$ cat src/rtl/draw_pkg.sv
// Shared types and widths for the board drawing controller.
package draw_pkg;

    localparam int POS_W  = 11;
    localparam int SIZE_W = 7;
    localparam int IDX_W  = 5;
    localparam int ACC_W  = POS_W + 1;

    typedef enum logic [2:0] {
        ST_IDLE = 3'd0,
        ST_LOAD = 3'd1,
        ST_REQ  = 3'd2,
        ST_WAIT = 3'd3,
        ST_NEXT = 3'd4,
        ST_DONE = 3'd5
    } draw_state_e;

    // Origin = base + idx*size, formed one bit wider and wrapped to POS_W.
    function automatic logic [POS_W-1:0] cell_origin(
        input logic [POS_W-1:0]  base,
        input logic [IDX_W-1:0]  idx,
        input logic [SIZE_W-1:0] size
    );
        logic [ACC_W-1:0] sum;
        sum = ACC_W'(base) + (ACC_W'(idx) * ACC_W'(size));
        return sum[POS_W-1:0];
    endfunction

endpackage

$ cat src/rtl/game_set_if.sv
// Game settings bundle consumed by the board drawing controller.
interface game_set_if;
    import draw_pkg::*;

    logic [IDX_W-1:0]  button_num;
    logic [SIZE_W-1:0] button_size;
    logic [POS_W-1:0]  board_xpos;
    logic [POS_W-1:0]  board_ypos;

    modport in  (input  button_num, button_size, board_xpos, board_ypos);
    modport out (output button_num, button_size, board_xpos, board_ypos);
endinterface

$ cat src/rtl/cell_index_ctr.sv
// Row-major col/row counter over a max x max grid of cells.
module cell_index_ctr
    import draw_pkg::*;
(
    input  logic             clk,
    input  logic             rst,
    input  logic             clear,
    input  logic             inc,
    input  logic [IDX_W-1:0] max,
    output logic [IDX_W-1:0] col,
    output logic [IDX_W-1:0] row,
    output logic             last
);

    logic [IDX_W-1:0] col_r;
    logic [IDX_W-1:0] row_r;
    logic             col_wrap_s;

    assign col_wrap_s = (col_r == (max - IDX_W'(1'b1)));
    assign last       = col_wrap_s && (row_r == (max - IDX_W'(1'b1)));
    assign col        = col_r;
    assign row        = row_r;

    // Cell index register: clear on load, advance column first then row.
    always_ff @(posedge clk) begin
        if (rst || clear) begin
            col_r <= IDX_W'(1'b0);
            row_r <= IDX_W'(1'b0);
        end else if (inc) begin
            if (col_wrap_s) begin
                col_r <= IDX_W'(1'b0);
                row_r <= row_r + IDX_W'(1'b1);
            end else begin
                col_r <= col_r + IDX_W'(1'b1);
                row_r <= row_r;
            end
        end else begin
            col_r <= col_r;
            row_r <= row_r;
        end
    end

endmodule

$ cat src/rtl/board_draw_ctrl.sv
// Sweeps every board cell and hands each origin to the button engine.
// Optional watchdog in WAIT: define BOARD_DRAW_TIMEOUT_EN.
module board_draw_ctrl
    import draw_pkg::*;
#(
    parameter int MAX_BUTTONS    = 16,
    parameter int TIMEOUT_CYCLES = 1024
) (
    input  logic              clk,
    input  logic              rst,
    input  logic              start,
    input  logic              abort,
    game_set_if.in            gin,
    input  logic              draw_ack,
    output logic              draw_req,
    output logic [POS_W-1:0]  button_xpos,
    output logic [POS_W-1:0]  button_ypos,
    output logic [SIZE_W-1:0] button_size,
    output logic [IDX_W-1:0]  cell_col,
    output logic [IDX_W-1:0]  cell_row,
    output logic              busy,
    output logic              frame_done
`ifdef BOARD_DRAW_TIMEOUT_EN
    ,
    output logic              timeout_err
`endif
);

    draw_state_e state_r, state_nx, fsm_nx_s;

    logic [IDX_W-1:0]  num_r, num_in_s;
    logic [SIZE_W-1:0] size_r;
    logic [POS_W-1:0]  bx_r, by_r;
    logic              inc_s, clear_s, last_s, timeout_s;

    assign num_in_s = (gin.button_num > IDX_W'(MAX_BUTTONS)) ? IDX_W'(MAX_BUTTONS)
                                                             : gin.button_num;
    assign clear_s  = (state_r == ST_LOAD);

    cell_index_ctr u_idx (
        .clk   (clk),
        .rst   (rst),
        .clear (clear_s),
        .inc   (inc_s),
        .max   (num_r),
        .col   (cell_col),
        .row   (cell_row),
        .last  (last_s)
    );

`ifdef BOARD_DRAW_TIMEOUT_EN
    localparam int WD_W = $clog2(TIMEOUT_CYCLES + 1);
    logic [WD_W-1:0] wd_cnt_r;

    assign timeout_s = (state_r == ST_WAIT) && !draw_ack &&
                       (wd_cnt_r == WD_W'(TIMEOUT_CYCLES - 1));

    // Watchdog: counts WAIT cycles, restarts on every fresh WAIT entry.
    always_ff @(posedge clk) begin
        if (rst) begin
            wd_cnt_r <= WD_W'(1'b0);
        end else if ((state_r == ST_WAIT) && (state_nx == ST_WAIT)) begin
            wd_cnt_r <= wd_cnt_r + WD_W'(1'b1);
        end else begin
            wd_cnt_r <= WD_W'(1'b0);
        end
    end

    // Sticky skip flag, cleared when a new sweep is accepted.
    always_ff @(posedge clk) begin
        if (rst) begin
            timeout_err <= 1'b0;
        end else if (state_nx == ST_LOAD) begin
            timeout_err <= 1'b0;
        end else if (timeout_s && !abort) begin
            timeout_err <= 1'b1;
        end else begin
            timeout_err <= timeout_err;
        end
    end
`else
    assign timeout_s = 1'b0;
    if (TIMEOUT_CYCLES < 1) begin : g_timeout_cfg_unused
    end
`endif

    // Next-state logic; abort overrides every transition.
    always_comb begin
        fsm_nx_s = state_r;
        inc_s    = 1'b0;
        case (state_r)
            ST_IDLE: begin
                if (start) fsm_nx_s = ST_LOAD;
                else       fsm_nx_s = ST_IDLE;
            end
            ST_LOAD: begin
                if (num_in_s == IDX_W'(1'b0)) fsm_nx_s = ST_DONE;
                else                          fsm_nx_s = ST_REQ;
            end
            ST_REQ:  fsm_nx_s = ST_WAIT;
            ST_WAIT: begin
                if (draw_ack || timeout_s) fsm_nx_s = ST_NEXT;
                else                       fsm_nx_s = ST_WAIT;
            end
            ST_NEXT: begin
                if (last_s) begin
                    fsm_nx_s = ST_DONE;
                end else begin
                    fsm_nx_s = ST_REQ;
                    inc_s    = !abort;
                end
            end
            ST_DONE: fsm_nx_s = ST_IDLE;
            default: fsm_nx_s = ST_IDLE;
        endcase
        if (abort) state_nx = ST_IDLE;
        else       state_nx = fsm_nx_s;
    end

    // Settings snapshot so mid-sweep gin changes cannot disturb the frame.
    always_ff @(posedge clk) begin
        if (rst) begin
            num_r  <= IDX_W'(1'b0);
            size_r <= SIZE_W'(1'b0);
            bx_r   <= POS_W'(1'b0);
            by_r   <= POS_W'(1'b0);
        end else if (state_r == ST_LOAD) begin
            num_r  <= num_in_s;
            size_r <= gin.button_size;
            bx_r   <= gin.board_xpos;
            by_r   <= gin.board_ypos;
        end else begin
            num_r  <= num_r;
            size_r <= size_r;
            bx_r   <= bx_r;
            by_r   <= by_r;
        end
    end

    // State and status outputs are decoded from the next state.
    always_ff @(posedge clk) begin
        if (rst) begin
            state_r    <= ST_IDLE;
            draw_req   <= 1'b0;
            busy       <= 1'b0;
            frame_done <= 1'b0;
        end else begin
            state_r    <= state_nx;
            draw_req   <= (state_nx == ST_WAIT);
            busy       <= (state_nx != ST_IDLE);
            frame_done <= (state_nx == ST_DONE);
        end
    end

    // Cell geometry is latched in REQ and held through WAIT.
    always_ff @(posedge clk) begin
        if (rst) begin
            button_xpos <= POS_W'(1'b0);
            button_ypos <= POS_W'(1'b0);
            button_size <= SIZE_W'(1'b0);
        end else if (state_r == ST_REQ) begin
            button_xpos <= cell_origin(bx_r, cell_col, size_r);
            button_ypos <= cell_origin(by_r, cell_row, size_r);
            button_size <= size_r;
        end else begin
            button_xpos <= button_xpos;
            button_ypos <= button_ypos;
            button_size <= button_size;
        end
    end

endmodule

$ cat src/flat_wrapper.sv
// flat-port wrapper written by rule: the top's interface ports become plain ports
module board_draw_ctrl_flat import draw_pkg::*;
#(
    parameter int MAX_BUTTONS    = 16,
    parameter int TIMEOUT_CYCLES = 1024
)
  (clk, rst, start, abort, draw_ack, draw_req, button_xpos, button_ypos, button_size, cell_col, cell_row, busy, frame_done, gin_button_num, gin_button_size, gin_board_xpos, gin_board_ypos);
  game_set_if gin_i ();
  input  logic clk;
  input  logic rst;
  input  logic start;
  input  logic abort;
  input  logic draw_ack;
  output logic draw_req;
  output logic [POS_W-1:0] button_xpos;
  output logic [POS_W-1:0] button_ypos;
  output logic [SIZE_W-1:0] button_size;
  output logic [IDX_W-1:0] cell_col;
  output logic [IDX_W-1:0] cell_row;
  output logic busy;
  output logic frame_done;
  input wire logic [$bits(gin_i.button_num)-1:0] gin_button_num;
  input wire logic [$bits(gin_i.button_size)-1:0] gin_button_size;
  input wire logic [$bits(gin_i.board_xpos)-1:0] gin_board_xpos;
  input wire logic [$bits(gin_i.board_ypos)-1:0] gin_board_ypos;
  assign gin_i.button_num = gin_button_num;
  assign gin_i.button_size = gin_button_size;
  assign gin_i.board_xpos = gin_board_xpos;
  assign gin_i.board_ypos = gin_board_ypos;
  board_draw_ctrl #(.MAX_BUTTONS(MAX_BUTTONS), .TIMEOUT_CYCLES(TIMEOUT_CYCLES)) u_core (.clk(clk), .rst(rst), .start(start), .abort(abort), .gin(gin_i), .draw_ack(draw_ack), .draw_req(draw_req), .button_xpos(button_xpos), .button_ypos(button_ypos), .button_size(button_size), .cell_col(cell_col), .cell_row(cell_row), .busy(busy), .frame_done(frame_done));
endmodule
$ cat config.mk
export PLATFORM = sky130hd
export DESIGN_NAME = board_draw_ctrl_flat
export DESIGN_NICKNAME = d
export VERILOG_FILES = /design/src/rtl/draw_pkg.sv /design/src/rtl/game_set_if.sv /design/src/rtl/cell_index_ctr.sv /design/src/rtl/board_draw_ctrl.sv /design/src/flat_wrapper.sv
export SDC_FILE = /design/constraint.sdc
export NUM_CORES = 1
export LEC_CHECK = 0
export CAP_MARGIN = 5
export CORE_MARGIN = 1.5
export CORE_UTILIZATION = 59
export CTS_CLUSTER_DIAMETER = 150
export DETAILED_ROUTE_END_ITERATION = 6
export DONT_BUFFER_PORTS = 1
export PLACE_DENSITY = 0.8
export SYNTH_ARGS = -nofsm -noshare
export SYNTH_HDL_FRONTEND = slang
export SYNTH_SLANG_ARGS = --single-unit
$ cat constraint.sdc
create_clock -name clk -period 3.9 [get_ports clk]
set_input_delay 1.17 -clock clk [delete_from_list [all_inputs] [get_ports clk]]
set_output_delay 1.17 -clock clk [all_outputs]
set_load 0.02 [all_outputs]
==> results of run 1 <==
==> repair_timing <==
action / 4_1_cts / 5_1_grt
setup endpoints to repair: 3 / 4
buffers inserted: 0 / 0
pin swaps: 0 / 5
gates resized for setup: 5 / 21
==> state kept, by name (all words and copies together), names as in the netlist, 7 cells and up <==
| register | flops |
|---|---|
| u_core.button_xpos | 11 |
| u_core.size_r | 7 |
| u_core.button_size | 7 |
| u_core.by_r | 11 |
| u_core.button_ypos | 11 |
| u_core.bx_r | 11 |
==> layout by cell type, fill, tap and decap left out, drive strengths merged, types with 4 or more instances in the layout <==
cell type / n
nand2: 147
dfxtp: 79
inv: 78
a21oi: 73
fa: 48
and2: 42
ha: 37
buf: 22
xnor2: 20
nor2: 17
nor3: 15
o21ai: 14
clkbuf: 13
or3: 7
xor2: 7
nand3b: 7
nor3b: 6
a211oi: 6
nand3: 6
o211ai: 5
nand2b: 5
o21a: 4
==> path summary, 6_finish.rpt <==
kind,startpoint,to,slack [ns],cells after the start
worst max-delay path,u_core.size_r[2],u_core.button_ypos[9],0.13,14
worst min-delay path,u_core.by_r[9],u_core.by_r[9],0.45,2
worst max register to register,u_core.size_r[2],u_core.button_ypos[9],0.13,14
worst min register to register,u_core.by_r[9],u_core.by_r[9],0.45,2
==> worst max-delay path, cell delays in order (launching register included) <==
cell	delay, ns
dfxtp_1	0.32
buf_4	0.16
and2_1	0.15
fa_1	0.50
fa_1	0.56
inv_1	0.06
fa_1	0.53
inv_1	0.04
ha_1	0.31
buf_4	0.16
nand2_1	0.09
o21ai_0	0.12
o41ai_2	0.31
nor4_1	0.09
a211o_1	0.25
==> synthesized netlist by cell type, drive strengths merged, types with 4 or more instances <==
cell    instances  area share [%]
a211oi          6            0.78
a21oi          73             6.4
and2           42             4.6
clkbuf         42             2.7
dfxtp          79              27
fa             48              17
ha             37             8.0
inv            78             5.1
nand2         147             9.6
nand2b          5            0.54
nand3           6            0.52
nand3b          7            0.91
nor2           17             1.1
nor3           15             1.4
nor3b           6            0.78
o211ai          5            0.65
o21a            4            0.52
o21ai          14             1.2
or3             7            0.76
xnor2          20             3.0
xor2            7             1.1
==> kinds of logic (layout without fill, tap and decap cells) <==
family,after synthesis,count (layout),synth area share (%)
mux,1,1,0.1740
flops,79,79,27.49
simple gates,267,267,21.94
fa+ha+maj,86,86,24.95
xor+xnor,30,30,5.307
compound gates,119,119,12.03
buf+inv,122,116,8.112
==> metal layers <==
| layer | GRT usage, % | routed length (um) |
|---|---|---|
| met2 | 45.74 | 6483 |
| met4 | 8.761 | 277 |
| met3 | 7.108 | 931 |
| met5 | 0 | 0 |
| met1 | 33.89 | 5376 |
==> final cells by class <==
class | count | area (sq um) | area share [%]
Sequential cell | 79 | 1605 | 25.77
Timing Repair Buffer | 22 | 165.2 | 2.652
Tap cell | 129 | 161.4 | 2.591
Multi-Input combinational cell | 503 | 3780 | 60.69
Clock buffer | 13 | 158.9 | 2.551
Inverter | 78 | 292.8 | 4.701
Clock inverter | 3 | 65.06 | 1.045
==> power groups by stage <==
stage | registers, mW | clock network (mW) | logic, mW
2_1_floorplan | 0.851 | 0 | 0.0935
3_3_place_gp | 0.860 | 0 | 0.0973
3_5_place_dp | 0.861 | 0 | 0.102
4_1_cts | 0.843 | 0.709 | 0.104
5_1_grt | 0.844 | 0.743 | 0.120
6_report | 0.841 | 0.698 | 0.105
==> results.ini, run 1 <==
[power]
power_density_nw_per_um2=263.9
power.share.clock_pct=42.4
switching_power_uw=386.1
irDropWorstVdd_v=0.0001699
power.leakage_nw=2.586
p_comb_share_pct=6.4
total_power_mw=1.644
seqPwrFrac_pct=51.1
p_sw_share_pct=23.49
internal_power_mw=1.258

[grt]
grt-ovfl-total=0
grt_max_degree=72
antenna_found_initial=0
grt_pass1_vias=4737
grt_pass1_wl_mm=21.80
grt_use_total_pct=27.10

[timing]
slew_violations=0
setup_viol=0
final.setup.tns_ns=0
final_hold_viol_count=0
timing.fmax_ghz=0.2655
whs_ns=0.4520
fin_crit_sh_pct=96.58
period_needed_ns=3.766
worst_pin_slew_ns=1.128
skew_ns=0.009055
worst_slack_ns=0.1335
rsz0062_at_grt=true
slew_headroom_pct=24.39

[routing]
wire_per_inst_um=15.80
drc_errors=0
detail-route-antenna-nets=0
vias=4654
initialDrtViolationCount=164
dr.pass1.iters=5
routed_wl_mm=13.07
avgViaCountPerCell=5.628

[clock_tree]
cts_sinks=79
clk_path_buf_depth=2
cts_tree=built
cts_buffers=9
clock_latency_ns=0.36
clk_pin_slew_ns=0.08
h-tree-depth=3
ctsHoldBuffers=0
cts-root-buf=clkbuf_8

[place]
place_area_sq_um=5917
io_buffers=0
placed_cells=811
pre_cts_ws_ns=-0.1151
place.gp.congestion=0.8322
post-dp-hpwl_mm=9.633

[critical_path]
criticalPathCategory=reg -> reg
critPathMaxFanout=7
crit_arrival_ns=4.02
startpoint_type=flip-flop
cp-end-kind=flip-flop
worstPathRequired_ns=4.15

[die]
die_width_um=101.7
initial_core_util_pct=61.68
coreArea_sq_um=9328
pin_count=81
rows=35
dieArea_sq_um=10350
die_y_um=101.7

[outcome]
status=completed

[logic_synthesis]
netlist_area_sq_um=5753
ys_ff_latch=79
synth_warnings=0
avgSynthCellArea_sq_um=8.172
yosysSeqAreaShare_pct=27.49
synthFlopType=dfxtp_1
synth-edff-count=0
async_flop_share_pct=0
synth_cells=704
ys_types=46
syn-num-nets=828

[final_layout]
design_area_sq_um=6228
nets=817
drive_gt1_share_pct=9.169
fill_cells=777
stdcell_count=827
antenna_cells=0
area_growth_pct=8.264
fin_util_pct=66.77

[hold_path]
hold_path.class=reg -> reg

[run]
drv_cap=0

Note: power is estimated with default switching activity, not from simulation.
==> run 2, diff against run 1 <==
==> constraint.sdc (replaced) <==
create_clock -name clk -period 3.3 [get_ports clk]
set_input_delay 0.99 -clock clk [delete_from_list [all_inputs] [get_ports clk]]
set_output_delay 0.99 -clock clk [all_outputs]
set_load 0.02 [all_outputs]
==> run 2 against run 1 <==
Highest routed layer unchanged. Via count up 3.6%. Critical path depth down 1. The flow now finishes with violations (negative setup slack). Utilization up 5.7 points. Global-route usage up 1.1 points. Die area unchanged. First-iteration DRC count up 26%. Fmax up 1.3%. Flip-flop and latch count unchanged. Worst hold slack better by 0.00052 ns.
==> results.ini, run 2 (synthesis results as in run 1) <==
[routing]
initialDrtViolationCount=206
topRoutingLayerUsed=met4
dr_wl_met3_um=745
vias=4821
routed_wl_mm=13.97
detail-route-antenna-nets=0
drc_errors=0
avgViaCountPerCell=5.567
wire_per_inst_um=16.14
dr.pass1.iters=5
wl_met1_mm=5.672
met2_length_mm=7.123

[clock_tree]
cts_buffers=9
clock_latency_ns=0.36
cts_tree=built
cts-root-buf=clkbuf_8
clk_path_buf_depth=2
clk_pin_slew_ns=0.09
h-tree-depth=3
ctsHoldBuffers=0
cts_sinks=79

[timing]
final_hold_viol_count=0
timing.fmax_ghz=0.2688
period_needed_ns=3.720
worst_slack_ns=-0.4199
fin_crit_sh_pct=112.7
setup_viol=8
skew_ns=0.01215
slew_headroom_pct=46.57
worst_pin_slew_ns=0.8015
rsz0062_at_grt=true
slew_violations=0

[grt]
antenna_found_initial=0
grt-ovfl-total=0
grt_pass1_wl_mm=22.62
grt_max_degree=72
grt_pass1_vias=4891
grt_use_total_pct=28.19

[critical_path]
critPathMaxFanout=12
criticalPathCategory=reg -> reg
cp-end-kind=flip-flop
crit_arrival_ns=3.96
worstPathRequired_ns=3.54
startpoint_type=flip-flop

[hold_path]
hold_path.class=reg -> reg

[power]
switching_power_uw=495.3
internal_power_mw=1.328
seqPwrFrac_pct=54.1
power.share.clock_pct=37.5
p_comb_share_pct=8.4
irDropWorstVdd_v=0.0001810
power.leakage_nw=2.794
power_density_nw_per_um2=269.8
p_sw_share_pct=27.16

[final_layout]
final_common_cell=nand2_1
drive_gt1_share_pct=21.30
fin_util_pct=72.46
fill_cells=678
area_growth_pct=17.49
antenna_cells=0
nets=856
register_area_sq_um=1629
layout_common_cells=141 x nand2_1, 64 x inv_1, 64 x a21oi_1
design_area_sq_um=6759
multiInputGateArea_sq_um=3996

[place]
post-dp-hpwl_mm=10.18
place_area_sq_um=6392
place.gp.congestion=0.8854
io_buffers=0

[die]
initial_core_util_pct=61.68
die_width_um=101.7
die_y_um=101.7
pin_count=81
rows=35
coreArea_sq_um=9328
dieArea_sq_um=10350

[outcome]
status=finished with violations
violations=negative setup slack

[run]
drv_cap=0

==> run 2: cell count changes in the layout (fill, tap and decap cells not counted), sizes merged <==
cell / change
clkinvlp: +1
clkinv: +1
buf: +39
clkbuf: -3
inv: +3
bufinv: -2
==> run 2: layer usage <==
layer / track usage (%) / vias to the layer above
li1: - / 2319
met1: 32.87 / 2326
met5: 0 / -
met2: 50.72 / 141
met4: 11.43 / 0
met3: 5.383 / 35
==> run 2: final timing paths <==
check	depth (start not counted)	slack, ns	startpoint	to
max	13	-0.42	u_core.size_r[2]	u_core.button_ypos[10]
max reg2reg	13	-0.42	u_core.size_r[2]	u_core.button_ypos[10]
min	2	0.45	u_core.by_r[9]	u_core.by_r[9]
min reg2reg	2	0.45	u_core.by_r[9]	u_core.by_r[9]
==> run 2: power groups by stage <==
stage                     clock network [mW]  registers [mW]  logic (mW)
after detailed placement                   0            1.01       0.144
after global routing                   0.737           0.989       0.170
after global placement                     0            1.01       0.137
final                                  0.684           0.986       0.154
after CTS                              0.694           0.986       0.149
after floorplan                            0           0.999       0.117
==> run 2: critical path: stages (launching register included) <==
cell and delay [ns]:
dfxtp_2 0.36, buf_12 0.14, nand2_1 0.09, fa_1 0.53, inv_1 0.06, ha_1 0.31, fa_1 0.51, fa_2 0.42
a21oi_4 0.17, o211ai_1 0.16, a2111oi_2 0.41, nor3_2 0.11, xnor2_1 0.23, a211oi_1 0.10
==> run 2: per-stage QoR <==
step | hold slack [ns] | setup TNS [ns] | std cells | total power [mW] | setup WS [ns]
global route | 0.4735 | -2.555 | 866 | 1.896 | -0.5302
global placement | 0.4386 | -0.9859 | 844 | 1.144 | -0.2967
CTS | 0.4550 | -1.058 | 865 | 1.829 | -0.2913
finish | 0.4525 | -1.436 | 866 | 1.824 | -0.4199
detailed placement | 0.4424 | -1.971 | 844 | 1.152 | -0.4033
floorplan | 0.4363 | -0.4940 | 704 | 1.116 | -0.1387
==> run 2: repair_timing <==
item / in CTS / in global routing
gates resized for setup: 24 / 21
setup endpoints to repair: 9 / 11
pin swaps: 23 / 7
buffers inserted: 5 / 1
cloned: 0 / 0
==> run 2: cell type report <==
class	instances	share of cell area [%]
clock buffers	10	2.036
multi-input cells	503	59.13
repair buffers	61	7.386
well taps	129	2.388
inverters	78	4.332
flip-flops and latches	79	24.10
clock inverters	6	0.6294
